<file path="config.mk">
export PLATFORM = sky130hd
export DESIGN_NAME = rx_ctrl_seq_detector
export DESIGN_NICKNAME = d
export VERILOG_FILES = /design/src/rtl/cphy_rx_pkg.sv /design/src/rtl/rx_ctrl_lane_fsm.sv /design/src/rtl/rx_ctrl_seq_detector.sv
export SDC_FILE = /design/constraint.sdc
export NUM_CORES = 1
export LEC_CHECK = 0
export ABC_AREA = 1
export BUFFER_PORTS_ARGS = -buffer_cell sky130_fd_sc_hd__buf_2
export CAP_MARGIN = 20
export CELL_PAD_IN_SITES_DETAIL_PLACEMENT = 0
export CELL_PAD_IN_SITES_GLOBAL_PLACEMENT = 1
export CORE_MARGIN = 1.5
export CORE_UTILIZATION = 44
export DETAILED_ROUTE_END_ITERATION = 8
export GPL_TIMING_DRIVEN = 0
export MAX_ROUTING_LAYER = met4
export PLACE_DENSITY_LB_ADDON = 0.05
export SYNTH_ARGS = -nofsm -noshare
export SYNTH_HDL_FRONTEND = slang
export SYNTH_HIERARCHICAL = 1
export SYNTH_SLANG_ARGS = --single-unit
</file>
<file path="constraint.sdc">
create_clock -name Clk -period 1.8 [get_ports Clk]
set_input_delay 0.18 -clock Clk [delete_from_list [all_inputs] [get_ports Clk]]
set_output_delay 0.18 -clock Clk [all_outputs]
set_load 0.01 [all_outputs]
</file>
<file path="src/rtl/cphy_rx_pkg.sv">
// rtl/cphy_rx_pkg.sv - shared states, LP vectors and decode helpers for the C-PHY LP control receiver
package cphy_rx_pkg;

  typedef enum logic [2:0] {
    ST_STOP      = 3'd0,
    ST_HS_RQST   = 3'd1,
    ST_HS_ACTIVE = 3'd2,
    ST_LP_RQST   = 3'd3,
    ST_LP_YIELD  = 3'd4,
    ST_TA_RQST   = 3'd5,
    ST_ERR       = 3'd6
  } lane_state_e;

  // LP vectors are {A,B,C}
  localparam logic [2:0] LP_STOP   = 3'b111;
  localparam logic [2:0] LP_HSRQ   = 3'b001;
  localparam logic [2:0] LP_BRIDGE = 3'b000;
  localparam logic [2:0] LP_LPRQ   = 3'b100;

  localparam logic [1:0] CODE_STOP   = 2'b00;
  localparam logic [1:0] CODE_HSRQ   = 2'b01;
  localparam logic [1:0] CODE_BRIDGE = 2'b10;
  localparam logic [1:0] CODE_LPRQ   = 2'b11;

  localparam int PULSE_HS_ENTRY  = 0;
  localparam int PULSE_HS_EXIT   = 1;
  localparam int PULSE_LP_ENTRY  = 2;
  localparam int PULSE_TA_RQST   = 3;
  localparam int PULSE_SEQ_ERROR = 4;
  localparam int PULSE_W         = 5;

  function automatic logic lp_is_valid(input logic [2:0] lp);
    logic ok;
    ok = (lp == LP_STOP) || (lp == LP_HSRQ) || (lp == LP_BRIDGE) || (lp == LP_LPRQ);
    return ok;
  endfunction

  function automatic logic [1:0] lp_to_code(input logic [2:0] lp);
    logic [1:0] code;
    case (lp)
      LP_HSRQ:   code = CODE_HSRQ;
      LP_BRIDGE: code = CODE_BRIDGE;
      LP_LPRQ:   code = CODE_LPRQ;
      default:   code = CODE_STOP;
    endcase
    return code;
  endfunction

endpackage

</file>
<file path="src/rtl/rx_ctrl_lane_fsm.sv">
// rtl/rx_ctrl_lane_fsm.sv - one trio: LP glitch filter, control-code decode and entry-sequence FSM
module rx_ctrl_lane_fsm
  import cphy_rx_pkg::*;
#(
  parameter int FILTER_DEPTH = 4
) (
  input  logic       clk_i,
  input  logic       rst_i,
  input  logic       en_i,
  input  logic [2:0] lp_i,
  output logic [1:0] code_o,
  output logic       code_valid_o,
  output logic [2:0] state_o,
  output logic       hs_entry_o,
  output logic       hs_exit_o,
  output logic       lp_entry_o,
  output logic       ta_rqst_o,
  output logic       seq_error_o
);

  localparam int CNT_W = $clog2(FILTER_DEPTH);
  localparam logic [CNT_W-1:0] CNT_MAX = CNT_W'(FILTER_DEPTH - 1);

  logic [2:0]         raw_q, raw_d;
  logic [2:0]         filt_q, filt_d;
  logic [CNT_W-1:0]   cnt_q, cnt_d;
  logic [1:0]         code_q, code_d;
  logic               filt_chg_q, filt_chg_d;
  lane_state_e        state_q, state_d;
  logic [PULSE_W-1:0] pulse_q, pulse_d;

  // Accept only when the input also still matches raw_q, so a run of exactly
  // FILTER_DEPTH cycles is rejected and FILTER_DEPTH+1 is the shortest accepted.
  always_comb begin
    raw_d      = lp_i;
    cnt_d      = cnt_q;
    filt_d     = filt_q;
    code_d     = code_q;
    filt_chg_d = 1'b0;
    if (lp_i != raw_q) begin
      cnt_d = '0;
    end else if (cnt_q != CNT_MAX) begin
      cnt_d = cnt_q + 1'b1;
    end
    if ((lp_i == raw_q) && (cnt_q == CNT_MAX) && (raw_q != filt_q)) begin
      filt_d     = raw_q;
      filt_chg_d = 1'b1;
      if (lp_is_valid(raw_q)) begin
        code_d = lp_to_code(raw_q);
      end
    end
    if (!en_i) begin
      raw_d      = LP_STOP;
      cnt_d      = '0;
      filt_d     = LP_STOP;
      code_d     = CODE_STOP;
      filt_chg_d = 1'b0;
    end
  end

  always_ff @(posedge clk_i) begin
    if (rst_i) begin
      raw_q      <= LP_STOP;
      filt_q     <= LP_STOP;
      cnt_q      <= '0;
      code_q     <= CODE_STOP;
      filt_chg_q <= 1'b0;
    end else begin
      raw_q      <= raw_d;
      filt_q     <= filt_d;
      cnt_q      <= cnt_d;
      code_q     <= code_d;
      filt_chg_q <= filt_chg_d;
    end
  end

  // FSM steps only in the cycle after the filtered vector changed
  always_comb begin
    state_d = state_q;
    pulse_d = '0;
    if (filt_chg_q) begin
      case (state_q)
        ST_STOP: begin
          if (filt_q == LP_HSRQ)      state_d = ST_HS_RQST;
          else if (filt_q == LP_LPRQ) state_d = ST_LP_RQST;
          else                        state_d = ST_ERR;
        end
        ST_HS_RQST: begin
          if (filt_q == LP_BRIDGE) begin
            state_d                 = ST_HS_ACTIVE;
            pulse_d[PULSE_HS_ENTRY] = 1'b1;
          end else if (filt_q == LP_STOP) begin
            state_d = ST_STOP;
          end else begin
            state_d = ST_ERR;
          end
        end
        ST_HS_ACTIVE: begin
          if (filt_q == LP_STOP) begin
            state_d                = ST_STOP;
            pulse_d[PULSE_HS_EXIT] = 1'b1;
          end
        end
        ST_LP_RQST: begin
          if (filt_q == LP_BRIDGE) begin
            state_d                 = ST_LP_YIELD;
            pulse_d[PULSE_LP_ENTRY] = 1'b1;
          end else if (filt_q == LP_STOP) begin
            state_d = ST_STOP;
          end else begin
            state_d = ST_ERR;
          end
        end
        ST_LP_YIELD: begin
          if (filt_q == LP_LPRQ) begin
            state_d                = ST_TA_RQST;
            pulse_d[PULSE_TA_RQST] = 1'b1;
          end else if (filt_q == LP_STOP) begin
            state_d = ST_STOP;
          end else begin
            state_d = ST_ERR;
          end
        end
        ST_TA_RQST: begin
          if (filt_q == LP_BRIDGE)    state_d = ST_TA_RQST;
          else if (filt_q == LP_STOP) state_d = ST_STOP;
          else                        state_d = ST_ERR;
        end
        ST_ERR: begin
          if (filt_q == LP_STOP) state_d = ST_STOP;
        end
        default: state_d = ST_ERR;
      endcase
      if ((state_d == ST_ERR) && (state_q != ST_ERR)) begin
        pulse_d[PULSE_SEQ_ERROR] = 1'b1;
      end
    end
    if (!en_i) begin
      state_d = ST_STOP;
      pulse_d = '0;
    end
  end

  always_ff @(posedge clk_i) begin
    if (rst_i) begin
      state_q <= ST_STOP;
      pulse_q <= '0;
    end else begin
      state_q <= state_d;
      pulse_q <= pulse_d;
    end
  end

  assign code_o       = code_q;
  assign code_valid_o = lp_is_valid(filt_q);
  assign state_o      = state_q;
  assign hs_entry_o   = pulse_q[PULSE_HS_ENTRY];
  assign hs_exit_o    = pulse_q[PULSE_HS_EXIT];
  assign lp_entry_o   = pulse_q[PULSE_LP_ENTRY];
  assign ta_rqst_o    = pulse_q[PULSE_TA_RQST];
  assign seq_error_o  = pulse_q[PULSE_SEQ_ERROR];

endmodule

</file>
<file path="src/rtl/rx_ctrl_seq_detector.sv">
// rtl/rx_ctrl_seq_detector.sv - multi-trio C-PHY LP control-sequence receiver top
module rx_ctrl_seq_detector
  import cphy_rx_pkg::*;
#(
  parameter int NUM_LANES    = 3,
  parameter int FILTER_DEPTH = 4
) (
  input  logic                   Clk,
  input  logic                   Rst,
  input  logic                   CtrlDecoderEn,
  input  logic [NUM_LANES-1:0]   LpA,
  input  logic [NUM_LANES-1:0]   LpB,
  input  logic [NUM_LANES-1:0]   LpC,
  output logic [2*NUM_LANES-1:0] CtrlDecoderOut,
  output logic [NUM_LANES-1:0]   CtrlCodeValid,
  output logic [3*NUM_LANES-1:0] LaneState,
  output logic [NUM_LANES-1:0]   HsEntry,
  output logic [NUM_LANES-1:0]   HsExit,
  output logic [NUM_LANES-1:0]   LpEntry,
  output logic [NUM_LANES-1:0]   TaRqst,
  output logic [NUM_LANES-1:0]   SeqError
);

  for (genvar g = 0; g < NUM_LANES; g++) begin : g_lane
    rx_ctrl_lane_fsm #(
      .FILTER_DEPTH (FILTER_DEPTH)
    ) u_lane (
      .clk_i        (Clk),
      .rst_i        (Rst),
      .en_i         (CtrlDecoderEn),
      .lp_i         ({LpA[g], LpB[g], LpC[g]}),
      .code_o       (CtrlDecoderOut[2*g +: 2]),
      .code_valid_o (CtrlCodeValid[g]),
      .state_o      (LaneState[3*g +: 3]),
      .hs_entry_o   (HsEntry[g]),
      .hs_exit_o    (HsExit[g]),
      .lp_entry_o   (LpEntry[g]),
      .ta_rqst_o    (TaRqst[g]),
      .seq_error_o  (SeqError[g])
    );
  end

endmodule

</file>
==> metrics.md <==
| Metric | Value |
|---|---|
| Initial Util | `0.465` |
| Die height | `between 80 and 90 µm` |
| CP required | `between 1.5 and 2 ns` |
| Fin crit period | `1.70 ns` |
| Area of the multi-input gates | `about 0.0015 mm²` |
| CTS tree | `done` |
| Share of cells above drive strength 1 | `0.236` |
| Antenna-violating nets left | `0` |
| Max Clk Rate | `roughly 590 MHz` |
| Max-slew headroom | `0.726` |
| Die Wd | `83.0 µm` |
| RSZ-0062 raised after global routing | `no` |
| Largest net degree at the start of global routing | `10` |
| Syn Nets | `between 400 and 500` |
| Critical-path top delay cell | `dfxtp_1` |
| Via count | `~2.6k` |
| Vias in the first global route | `around 2.4k` |
| Post-CTS Setup Repair Bufs | `0` |
| Cts hold-fix bufs | `0` |
| Placed Cells incl. Taps | `between 500 and 600` |
| CTS root buffer | `clkbuf_8` |
| WL final | `between 5 and 6 mm` |
| Hpwl dp | `about 4.4 mm` |
| PortBufs | `44` |
| Worst slew pin tran | `roughly 0.4 ns` |
| Layout Nets | `roughly 460` |
| Die area | `approximately 0.007 mm²` |
| DRT Pass-1 Iters | `4` |
| Slowest Stage Delay on Critical Path | `0.40 ns` |
| Clk buf depth | `2` |
| Syn avg cell area | `7.28 µm²` |
| Lkg Pwr | `around 1.6 nW` |
| Post_cts resized | `0` |
| Max IR drop VDD | `around 0.43 mV` |
| Power per cell area | `about 710 mW/mm²` |
| Final Cycle Share | `0.946` |
| Gp weighted congestion | `roughly 0.9` |
| Initial antenna violation count | `0` |
| Worst Path Buf+Inv | `2` |
| Seq pwr share | `0.552` |
| Top Family by Delay on Critical Path | `simple AND/OR/NAND/NOR gates` |
| Design Power | `between 2 and 2.5 mW` |
| Hold Vio Cnt, Final | `0` |
| Layout Cells excl Fill | `520` |
| CTS buffer count | `9` |
| Fillers | `around 640` |
| Final setup TNS | `0 ns` |
| Vias per cell | `around 5` |
| Yosys cell types | `24` |
| Logic pwr share | `0.051` |
| Psw | `about 0.53 mW` |
| Diodes inserted | `0` |
| Core box area | `slightly above 0.006 mm²` |
| Crit path DAT | `between 1.5 and 2 ns` |
| Drt wl/cell | `~11 µm` |
| Pins Over Slew Limit | `0` |
| Crit start category | `register` |
| Max_cap viols | `0` |
| Final setup fails | `0` |
| Clock Sinks | `57` |
| Synthesis-stage register bit count | `57` |
| Internal Power | `1.80 mW` |
| Seq/Total Area, Yosys | `0.405` |
| Initial DRC count | `a little under 70` |
| Setup Skew | `0.00433 ns` |
| Post-synthesis cell area | `0.00282 mm²` |
| Crit path max fanout | `5` |
| Yosys warns | `6` |
| Switching Share | `0.226` |
| FF+latch area | `~0.0011 mm²` |
| Area grow syn2layout | `16.2%` |
| H-tree depth | `3` |
| DRC viols | `0` |
| Worst hold path type | `input port to register` |
| Std cell rows | `28` |
| IO Count | `45` |
| First-pass GRT wire length | `10.2 mm` |
| Overflow after GRT | `0` |
| Crit Path Class | `register to output port` |
| Critical path cell sequence | `inv_2 -> nor3_1 -> nor2_1 -> nand3_1 -> buf_2` |
| Worst-Skew Late Latency | `approximately 0.33 ns` |
| Worst-path clk slew | `0.06 ns` |
| CP endpoint kind | `output port` |
| Gr usage total | `0.183` |
| Syn Inst Count | `between 300 and 400` |
| Clock network fraction of total power | `0.397` |
| Outcome | `complete, no violations` |
| R2R Setup Slk | `0.38 ns` |
-- Yosys cell counts --
library cell / number / share of area
nor2_2: 6 / 0.013
nand3b_4: 3 / 0.021
nor4_1: 3 / 0.0067
nand2_2: 6 / 0.013
nor2_4: 6 / 0.024
inv_1: 30 / 0.040
or2_2: 3 / 0.0067
nor2_1: 36 / 0.048
o22ai_1: 6 / 0.013
nor3_1: 9 / 0.016
nand4_1: 6 / 0.013
o21ai_1: 3 / 0.0053
nand3_1: 39 / 0.069
o211ai_1: 12 / 0.032
nand2_1: 93 / 0.12
dfxtp_1: 57 / 0.40
inv_2: 21 / 0.028
o21ai_0: 6 / 0.011
xnor2_1: 9 / 0.028
a21oi_1: 18 / 0.032
or2_0: 3 / 0.0067
nand3_2: 6 / 0.021
ha_1: 3 / 0.013
xor2_1: 3 / 0.0093
-- logic make-up after synthesis --
| logic type | count (synthesis) | share of synthesized area |
|---|---|---|
| and+or+nand+nor | 219 | 0.383 |
| buffers and inverters | 51 | 0.0679 |
| AOI/OAI and AO/OA | 45 | 0.0932 |
| xor gates and xnor gates | 12 | 0.0373 |
| adders and majority gates | 3 | 0.0133 |
| DFF | 57 | 0.405 |
-- registers in the layout, summed over array words and instances, names as in the netlist --
| signal | count |
|---|---|
| g_lane.u_lane/state_o | 9 |
| g_lane.u_lane/filt_q | 9 |
| g_lane.u_lane/code_o | 6 |
| g_lane.u_lane/filt_chg_q | 3 |
| g_lane.u_lane/pulse_q | 15 |
| g_lane.u_lane/cnt_q | 6 |
| g_lane.u_lane/raw_q | 9 |
-- final timing paths --
path,cells after the start,to,start
setup / recovery,5,CtrlCodeValid[0],g_lane[0].u_lane/filt_q[2]
hold / removal,3,g_lane[0].u_lane/raw_q[1],LpB[0]
setup reg to reg,7,g_lane[0].u_lane/state_o[2],g_lane[0].u_lane/filt_q[2]
hold reg to reg,2,g_lane[0].u_lane/code_o[0],g_lane[0].u_lane/code_o[0]
-- final cells by class --
type | instances | area share
clock buffer | 13 | 0.0424
clock inverter | 1 | 0.00153
inverter | 51 | 0.0584
multi-input combinational | 279 | 0.454
sequential | 57 | 0.348
tap | 75 | 0.0286
timing repair buffer | 44 | 0.0672
-- stage by stage --
stage / area (µm²) / utilization / setup WS (ns) / hold WS, ns
after floorplan: 2820 / - / 0.668 / 0.284
final: 3280 / 0.541 / 0.0980 / 0.0587
after global placement: 3130 / 0.517 / 0.442 / 0.392
after detailed placement: 3130 / 0.517 / 0.425 / 0.390
after CTS: 3280 / 0.541 / 0.0921 / 0.0388
after global routing: 3280 / 0.541 / 0.00594 / 0.0514
-- worst register-to-register path: cells and delay by family, from the launching register on --
kind	cells	cell delay [ns]
compound gates	1	0.07
buf+inv	1	0.09
flops	1	0.40
simple gates	5	0.74
-- placed cells by master (no fill, tap or decap), drive strengths merged --
cell type | netlist | routed
o21ai | 9 | 9
nand4 | 6 | 6
xor2 | 3 | 3
ha | 3 | 3
clkbuf | 0 | 13
nand3 | 45 | 45
nor2 | 48 | 48
o211ai | 12 | 12
nor3 | 9 | 9
inv | 51 | 51
a21oi | 18 | 18
nor4 | 3 | 3
clkinv | 0 | 1
nand3b | 3 | 3
buf | 0 | 44
nand2 | 99 | 99
dfxtp | 57 | 57
or2 | 6 | 6
xnor2 | 9 | 9
o22ai | 6 | 6
-- power groups by stage --
stage	clock (mW)	sequential, mW	combinational, mW
2_1_floorplan	0	1.31	0.0857
3_3_place_gp	0	1.31	0.118
4_1_cts	0.963	1.28	0.120
6_report	0.923	1.28	0.119
3_5_place_dp	0	1.31	0.119
5_1_grt	1.01	1.28	0.135
-- layer usage --
layer  vias up  track usage  part of all wire
met5         -            -                 0
li1       1385            -                 -
met2        45        0.270              0.42
met3        11       0.0596             0.046
met1      1147        0.237              0.52
met4         0       0.0591             0.015
No activity file was read; power rests on OpenSTA's default activity.
